File: src/rtl/camera_capture_ctrl.sv
// camera_capture_ctrl: crops the camera pixel stream to a window and feeds it to the frame-buffer writer.
// Optional build macro CAPTURE_DECIMATE_EN keeps only even col/row offsets inside the window.
module camera_capture_ctrl #(
   parameter int X_START = 0,
   parameter int Y_START = 0,
   parameter int WIDTH   = 640,
   parameter int HEIGHT  = 480,
   parameter int ADDR_W  = 19
) (
   input  logic              clk,
   input  logic              reset_n,
   input  logic              start,
   input  logic              continuous,
   input  logic              stop,
   input  logic              frame_valid,
   input  logic              line_valid,
   input  logic              pix_valid,
   input  logic [9:0]        pix_data,
   output logic              out_valid,
   input  logic              out_ready,
   output logic [9:0]        out_data,
   output logic [ADDR_W-1:0] out_addr,
   output logic              busy,
   output logic              frame_done,
   output logic              overflow,
   output logic [7:0]        frame_count
);

   localparam int DATA_W = 10;
   localparam int CNT_W  = 12;
   localparam int DEPTH  = 4;

   typedef enum logic [1:0] {IDLE = 2'd0, ARM = 2'd1, ACTIVE = 2'd2} state_t;
   state_t state_q, state_d;

   logic              fv_q, lv_q, cont_q;
   logic              fv_rise, fv_fall, lv_fall, pix_hit, in_win, keep, capture, idle_start;
   logic [CNT_W-1:0]  col, row;
   logic [ADDR_W-1:0] addr;

   logic              vld_p1;
   logic [DATA_W-1:0] data_p1;
   logic [ADDR_W-1:0] addr_p1;

   logic [DATA_W-1:0] buf_data [DEPTH];
   logic [ADDR_W-1:0] buf_addr [DEPTH];
   logic [1:0]        wr_ptr, rd_ptr;
   logic [2:0]        count;
   logic              pop, push, drop;

   function automatic logic [CNT_W-1:0] sat_inc(input logic [CNT_W-1:0] v);
      return (&v) ? v : v + CNT_W'(1);
   endfunction

   assign fv_rise    = frame_valid & ~fv_q;
   assign fv_fall    = ~frame_valid & fv_q;
   assign lv_fall    = ~line_valid & lv_q;
   assign pix_hit    = pix_valid & line_valid;
   assign idle_start = (state_q == IDLE) & start;

   assign in_win = (int'(col) >= X_START) && (int'(col) < X_START + WIDTH) &&
                   (int'(row) >= Y_START) && (int'(row) < Y_START + HEIGHT);

`ifdef CAPTURE_DECIMATE_EN
   localparam logic X_LSB = 1'(X_START);
   localparam logic Y_LSB = 1'(Y_START);
   // An even offset from the window origin has the same LSB as the origin.
   assign keep = in_win & (col[0] == X_LSB) & (row[0] == Y_LSB);
`else
   assign keep = in_win;
`endif

   assign capture = (state_q == ACTIVE) & pix_hit & keep;

   always_comb begin
      state_d = state_q;
      case (state_q)
         IDLE:    if (start) state_d = ARM;
         ARM:     if (stop) state_d = IDLE;
                  else if (fv_rise) state_d = ACTIVE;
         ACTIVE:  if (fv_fall) state_d = (cont_q & ~stop) ? ARM : IDLE;
         default: state_d = IDLE;
      endcase
   end

   always_ff @(posedge clk) begin
      if (!reset_n) begin
         state_q     <= IDLE;
         fv_q        <= 1'b0;
         lv_q        <= 1'b0;
         cont_q      <= 1'b0;
         col         <= '0;
         row         <= '0;
         addr        <= '0;
         frame_done  <= 1'b0;
         frame_count <= '0;
         overflow    <= 1'b0;
         vld_p1      <= 1'b0;
      end else begin
         state_q    <= state_d;
         fv_q       <= frame_valid;
         lv_q       <= line_valid;
         frame_done <= (state_q == ACTIVE) & fv_fall;
         vld_p1     <= capture;

         if (idle_start) cont_q <= continuous & ~stop;
         else if (stop)  cont_q <= 1'b0;

         if (idle_start) frame_count <= '0;
         else if ((state_q == ACTIVE) && fv_fall) frame_count <= frame_count + 8'd1;

         if (drop) overflow <= 1'b1;
         else if (idle_start) overflow <= 1'b0;

         if ((state_q == ARM) && fv_rise) begin
            col  <= '0;
            row  <= '0;
            addr <= '0;
         end else if (state_q == ACTIVE) begin
            if (lv_fall) begin
               col <= '0;
               row <= sat_inc(row);
            end else if (pix_hit) begin
               col <= sat_inc(col);
            end
            // Dropped pixels still consume an address so later words land correctly.
            if (capture) addr <= addr + ADDR_W'(1);
         end
      end
   end

   // p0 -> p1: captured pixel and its address
   always_ff @(posedge clk) begin
      if (capture) begin
         data_p1 <= pix_data;
         addr_p1 <= addr;
      end
   end

   // p1 -> elastic buffer; a pop frees the slot a full-buffer push needs
   assign out_valid = (count != 3'd0);
   assign out_data  = out_valid ? buf_data[rd_ptr] : '0;
   assign out_addr  = out_valid ? buf_addr[rd_ptr] : '0;
   assign pop       = out_valid & out_ready;
   assign push      = vld_p1 & ((count != 3'(DEPTH)) | pop);
   assign drop      = vld_p1 & ~push;
   assign busy      = (state_q != IDLE);

   always_ff @(posedge clk) begin
      if (!reset_n) begin
         wr_ptr <= '0;
         rd_ptr <= '0;
         count  <= '0;
      end else begin
         if (push) wr_ptr <= wr_ptr + 2'd1;
         if (pop)  rd_ptr <= rd_ptr + 2'd1;
         case ({push, pop})
            2'b10:   count <= count + 3'd1;
            2'b01:   count <= count - 3'd1;
            default: ;
         endcase
      end
   end

   always_ff @(posedge clk) begin
      if (push) begin
         buf_data[wr_ptr] <= data_p1;
         buf_addr[wr_ptr] <= addr_p1;
      end
   end

endmodule

File: config.mk
export PLATFORM = sky130hd
export DESIGN_NAME = camera_capture_ctrl
export DESIGN_NICKNAME = d
export VERILOG_FILES = /design/src/rtl/camera_capture_ctrl.sv
export SDC_FILE = /design/constraint.sdc
export NUM_CORES = 1
export LEC_CHECK = 0
export ABC_AREA = 1
export BUFFER_PORTS_ARGS = -buffer_cell sky130_fd_sc_hd__buf_2
export CAP_MARGIN = 40
export CORE_MARGIN = 8
export CORE_UTILIZATION = 54
export CTS_CLUSTER_SIZE = 12
export DETAILED_ROUTE_END_ITERATION = 16
export MAX_ROUTING_LAYER = met4
export PLACE_DENSITY = 0.75
export SYNTH_ARGS = -nofsm -noshare
export SYNTH_HDL_FRONTEND = slang
export SYNTH_SLANG_ARGS = --single-unit
File: constraint.sdc
create_clock -name clk -period 2.43 [get_ports clk]
set_input_delay 0.3645 -clock clk [delete_from_list [all_inputs] [get_ports clk]]
set_output_delay 0.3645 -clock clk [all_outputs]
set_load 0.005 [all_outputs]
==> impl_metrics.env, run 1 <==
export IMPL_status="complete, no violations"
export IMPL_setup_violations_final=0
export IMPL_nNetsFinal=1042
export IMPL_drt_iter0_markers=364
export IMPL_antenna_found_initial=0
export IMPL_path_cells="buf_4 -> nor2_1 -> nor2_1 -> o21ai_0 -> a21oi_1 -> buf_2"
export IMPL_final_core_util=0.627
export IMPL_syn2layout_area_growth_pct=13.7
export IMPL_io_pins=60
export IMPL_avgSynthCellArea_sq_um=9.64
export IMPL_tightestPinTransition_ns=0.472
export IMPL_synth_area_leaders="edfxtp_1, dfxtp_1, nor2_1"
export IMPL_numCtsBuffers=23
export IMPL_cp_top_family="buffers and inverters"
export IMPL_crit_arrival_ns=1.93
export IMPL_wl_per_cell_um=14.1
export IMPL_synthCells=948
export IMPL_antenna_cells=0
export IMPL_route_detailed_drc=0
export IMPL_yosysUniqueCellTypes=38
export IMPL_grt_max_degree=59
export IMPL_finalSetupTns_ns=0
export IMPL_slew_limit_headroom=0.685
export IMPL_cts_tree="done"
export IMPL_drtPass1Iterations=5
export IMPL_cts_hold_buf=0
export IMPL_yosys_warnings=0
export IMPL_ctsResizeCount=0
export IMPL_core_area_sq_um=16600
export IMPL_finalNonFillerCells=1251
export IMPL_dieArea_sq_um=21300
export IMPL_period_share=0.946
export IMPL_synth_seq_cells=213
export IMPL_fin_skew_ns=0.0131
export IMPL_dieHeight_um=146
export IMPL_crit_path_max_fanout=36
export IMPL_chipWidth_um=146
export IMPL_grt_pass1_vias=6079
export IMPL_synth_largest_area_cell="edfxtp_1"
export IMPL_max_freq_ghz=0.435
export IMPL_clkTransAtPathRegs_ns=0.06
export IMPL_place_congestion=0.882
export IMPL_vias_per_cell=5.18
export IMPL_port_buffers=59
export IMPL_rsz0062_at_grt="no"
export IMPL_htree_num_levels=1
export IMPL_hold_path_class="primary input to flip-flop"
export IMPL_cts_sinks=213
export IMPL_drv_slew=0
export IMPL_drive_gt1_frac=0.138
export IMPL_clock_latency_ns=0.51
export IMPL_crit_buf_inv=2
export IMPL_ys_seq_area_frac=0.625
export IMPL_antenna_left=0
export IMPL_end_kind="output pin"
export IMPL_path_class="flip-flop to output pin"
export IMPL_leakagePower_nw=3.94
export IMPL_synth_edff_count=145
export IMPL_critPathLaunchType="flip-flop"
export IMPL_cpPeakStageDelay_ns=0.35
export IMPL_drt_total_wl_um=17700
export IMPL_dp_hpwl_um=11200
export IMPL_cts_setup_buffers=0
export IMPL_grt_pass1_wl_um=28900
export IMPL_clockBufferDepth=3
export IMPL_cp_slowest_cell="buf_4"
export IMPL_grt_usage=0.167
export IMPL_ir_drop_v=0.000595
export IMPL_powerDensity_nw_per_um2=827
export IMPL_start_util=0.551
export IMPL_synth_flop_cell="edfxtp_1"
export IMPL_timing_final_ws_setup_ns=0.132
export IMPL_place_inst=1209
export IMPL_overflow=0
export IMPL_vias=6486
export IMPL_finalHoldViolations=0
export IMPL_cp_required_ns=2.07
export IMPL_synthArstFlopShare=0
export IMPL_syn_nets=976
export IMPL_cts_root_buf="clkbuf_16"
export IMPL_synth_area_sq_um=9140
export IMPL_pre_cts_ws_ns=0.561
export IMPL_crit_top_cell="nor2_1"
export IMPL_yosys_area_top_type_share=0.476
export IMPL_rows=47
export IMPL_max_cap_viol_count=0
export IMPL_period_needed_ns=2.30
## layer usage
metal  GRT usage  part of all wire  wire [um]  vias to the layer above
li1            -                 -          -                     3320
met1       0.196              0.43       7650                     2958
met2       0.287              0.49       8660                      177
met3      0.0321             0.058       1030                       31
met4      0.0484             0.020        353                        0
met5           -                 0          0                        -
## state kept, by name, summed over array words and instances (netlist names), named ones only
| register | count |
|---|---|
| addr | 19 |
| addr_p1 | 19 |
| buf_addr | 76 |
| buf_data | 40 |
| col | 12 |
| cont_q | 1 |
| count | 3 |
| data_p1 | 10 |
| frame_count | 8 |
| frame_done | 1 |
| fv_q | 1 |
| lv_q | 1 |
| overflow | 1 |
| rd_ptr | 2 |
| row | 12 |
| state_q | 2 |
| vld_p1 | 1 |
| wr_ptr | 2 |
## cell families (layout without fill, tap and decap cells)
group	after synthesis	in the layout	share of synthesized area
and+or+nand+nor	435	435	0.206
adders and majority gates	9	9	0.0131
DFF	213	213	0.625
xor gates and xnor gates	14	14	0.0134
AOI/OAI and AO/OA	159	159	0.0879
buffers and inverters	118	201	0.0538
## where the power goes
group | internal [mW] | switching, mW | leakage (nW) | total (mW)
clock | 1.90 | 1.33 | 0.346 | 3.23
combinational | 0.505 | 0.958 | 1.65 | 1.46
sequential | 3.88 | 0.0295 | 1.94 | 3.91
total | 6.28 | 2.32 | 3.94 | 8.60
## through the flow
step / total power [mW] / hold slack (ns) / cell area [sq um]
6_report: 8.60 / 0.0240 / 10400
5_1_grt: 8.98 / 0.00637 / 10400
4_1_cts: 8.68 / 0.00600 / 10400
3_5_place_dp: 5.45 / 0.465 / 9690
3_3_place_gp: 5.42 / 0.453 / 9690
2_1_floorplan: 4.89 / 0.436 / 9140
## cells in the mapped netlist, drive strengths merged, types with 4 or more instances
cell    number
xor2         8
nor4         4
dfxtp       68
ha           8
nor2       191
o21ai       80
inv         83
nor3        16
nand4       11
clkbuf      12
edfxtp     145
nand2      163
buf         21
nand3       45
xnor2        6
a21oi       75
## area by class of cell
cell class	instances	area [sq um]
fill	1332	6190
multi-input combinational	617	2940
tap	220	275
clock inverter	9	81.3
inverter	85	319
timing repair buffer	74	433
sequential	213	5720
clock buffer	33	623
## path summary, 6_finish.rpt
check | startpoint | to | slack, ns | cells after the start
min | pix_data[7] | data_p1[7] | 0.02 | 1
min reg2reg | cont_q | cont_q | 0.47 | 2
max reg2reg | count[0] | count[2] | 0.65 | 9
max | flip-flop | out_addr[1] | 0.13 | 6
## placed cells by master (no fill, tap or decap), drive strengths merged, types with 8 or more instances in the layout
master / n
nor3: 16
nand2: 163
edfxtp: 145
buf: 74
nand3: 45
o21ai: 80
nor2: 191
a21oi: 75
clkbuf: 33
clkinv: 9
nand4: 11
xor2: 8
ha: 8
inv: 84
dfxtp: 68
No activity file was read; power rests on OpenSTA's default activity.
==> inputs of run 2 (changes only) <==
--- a/config.mk
+++ b/config.mk
@@ -5,7 +5,6 @@
 export SDC_FILE = /design/constraint.sdc
 export NUM_CORES = 1
 export LEC_CHECK = 0
-export ABC_AREA = 1
 export BUFFER_PORTS_ARGS = -buffer_cell sky130_fd_sc_hd__buf_2
 export CAP_MARGIN = 40
 export CORE_MARGIN = 8
==> run 2 against run 1 <==
Compared with the run above:
- worst hold slack gained 0.035 ns
- non-clock buffer count shrank 5
- via count shrank 19%
- cell area shrank 3.4%
- area after synthesis shrank 4.2%
- combinational power shrank 93%
- clock power is essentially flat
- clock skew grew 0.0010 ns
- register-to-register slack lost 0.58 ns
- total power shrank 17%
- largest power group unchanged
==> impl_metrics.env, run 2 <==
export IMPL_status="complete, no violations"
export IMPL_rsz0062_at_grt="no"
export IMPL_period_needed_ns=2.36
export IMPL_slew_limit_headroom=0.605
export IMPL_synth_area_leaders="edfxtp_1, dfxtp_1, mux4_2"
export IMPL_grt_usage=0.164
export IMPL_synth_flop_cell="edfxtp_1"
export IMPL_cp_required_ns=2.81
export IMPL_chipWidth_um=143
export IMPL_avgSynthCellArea_sq_um=14.1
export IMPL_cts_setup_buffers=0
export IMPL_syn2layout_area_growth_pct=14.6
export IMPL_vias=5253
export IMPL_cts_root_buf="clkbuf_16"
export IMPL_top_regs="buf_addr x76, buf_data x40"
export IMPL_synthCells=621
export IMPL_hold_path_class="primary input to flip-flop"
export IMPL_io_pins=60
export IMPL_wl_per_cell_um=17.6
export IMPL_yosys_area_share_simple=0.151
export IMPL_dieHeight_um=143
export IMPL_setup_violations_final=0
export IMPL_port_buffers=59
export IMPL_synth_top_family_by_area="simple AND/OR/NAND/NOR gates"
export IMPL_final_cell_mix="edfxtp_1, dfxtp_1, buf_2, and2_1, nand2_1"
export IMPL_synth_seq_cells=213
export IMPL_yosys_warnings=0
export IMPL_place_congestion=0.813
export IMPL_ir_drop_v=0.000532
export IMPL_clock_latency_ns=0.49
export IMPL_powerDensity_nw_per_um2=713
export IMPL_dp_hpwl_um=10100
export IMPL_finalHoldViolations=0
export IMPL_grt_pass1_wl_um=26400
export IMPL_dieArea_sq_um=20500
export IMPL_numCtsBuffers=23
export IMPL_rows=46
export IMPL_period_share=0.973
export IMPL_grt_max_degree=32
export IMPL_yosys_area_top_type_share=0.497
export IMPL_finalSetupTns_ns=0
export IMPL_antenna_found_initial=0
export IMPL_ys_seq_area_frac=0.653
export IMPL_antenna_cells=0
export IMPL_cts_sinks=213
export IMPL_path_class="flip-flop to flip-flop"
export IMPL_synthMuxAreaShare=0.0940
export IMPL_synthArstFlopShare=0
export IMPL_leakagePower_nw=3.39
export IMPL_clockBufferDepth=3
export IMPL_tightestPinTransition_ns=0.593
export IMPL_top_register="buf_addr"
export IMPL_path_cells="or3_1 -> nand2_1 -> or2_2 -> fa_1 -> or3b_2 -> a31oi_1 -> a21boi_0"
export IMPL_synth_common_cells="edfxtp_1, dfxtp_1, and2_1"
export IMPL_drt_total_wl_um=16200
export IMPL_antenna_left=0
export IMPL_max_freq_ghz=0.423
export IMPL_final_core_util=0.632
export IMPL_crit_path_max_fanout=8
export IMPL_final_common_cell="edfxtp_1"
export IMPL_htree_num_levels=1
export IMPL_synth_largest_area_cell="edfxtp_1"
export IMPL_cp_slowest_cell="or3b_2"
export IMPL_yosys_area_share_adder=0.0137
export IMPL_drv_slew=0
export IMPL_core_area_sq_um=15900
export IMPL_critPathLaunchType="flip-flop"
export IMPL_synth_compound_area_frac=0.0526
export IMPL_drive_gt1_frac=0.195
export IMPL_fin_skew_ns=0.0141
export IMPL_max_cap_viol_count=0
export IMPL_drtPass1Iterations=5
export IMPL_clkTransAtPathRegs_ns=0.06
export IMPL_synth_area_sq_um=8760
export IMPL_ctsResizeCount=0
export IMPL_largest_reg_flops=76
export IMPL_start_util=0.551
export IMPL_route_detailed_drc=0
export IMPL_overflow=0
export IMPL_grt_pass1_vias=5235
export IMPL_drt_iter0_markers=341
export IMPL_synth_xor_area_share=0.0140
export IMPL_synth_edff_count=145
export IMPL_syn_nets=649
export IMPL_cts_hold_buf=0
export IMPL_vias_per_cell=5.72
export IMPL_yosysUniqueCellTypes=63
export IMPL_synthMostInstantiatedCell="edfxtp_1"
export IMPL_cpPeakStageDelay_ns=0.49
export IMPL_crit_arrival_ns=2.74
export IMPL_cts_tree="done"
export IMPL_nNetsFinal=715
export IMPL_end_kind="flip-flop"
## run 2: changes by cell type after synthesis, sizes merged, moves of 9 or more
cell    change
mux4       +29
or3        +14
and2       +48
nor2      -173
nand3      -21
nor3       -10
a21oi      -50
o21ai      -62
nand2b     +19
mux2i      +17
o31ai       +9
inv        -68
nand2     -130
## run 2: critical path: cells and delay by family (launching register included)
kind	cells	cell delay (ns)
flops	1	0.46
fa+ha+maj	1	0.42
compound gates	2	0.30
simple gates	4	1.06
## run 2: kinds of logic after synthesis
kind of cell	after synthesis
simple gates	225
flops	213
compound gates	71
mux	46
buf+inv	43
xor+xnor	14
fa+ha+maj	9
## run 2: cell type report
type | instances | area (sq um)
flip-flops and latches | 213 | 5720
fillers | 1172 | 5850
inverters | 15 | 56.3
repair buffers | 69 | 445
well taps | 216 | 270
multi-input cells | 365 | 2850
clock inverters | 6 | 53.8
clock buffers | 35 | 641
## run 2: final timing paths
kind	slack (ns)	cells past startpoint	to	startpoint
max	0.07	7	count[2]	count[0]
min	0.06	1	data_p1[8]	pix_data[8]
max reg2reg	0.07	7	count[2]	count[0]
min reg2reg	0.48	0	addr_p1[14]	addr[14]
## run 2: through the flow
stage	cells	hold slack (ns)	setup WS, ns	power, mW	area [sq um]
after global placement	878	0.455	0.296	4.02	9340
after detailed placement	878	0.460	0.155	4.03	9340
after global routing	919	0.0339	0.0103	7.42	10000
after floorplan	621	0.421	0.264	3.99	8760
after CTS	919	0.0421	0.0720	7.24	10000
final	919	0.0587	0.0655	7.16	10000
## run 2: layer usage
layer  vias to the layer above  share of wire  track usage
met3                        26          0.063       0.0299
li1                       2498              -            -
met2                       146           0.51        0.275
met4                         0          0.013       0.0426
met5                         -              0            -
met1                      2583           0.41        0.201
## run 2: power breakdown
group	switching [mW]	internal, mW
clock network	1.29	1.91
registers	0.00848	3.84
logic	0.0660	0.0420
total	1.36	5.79
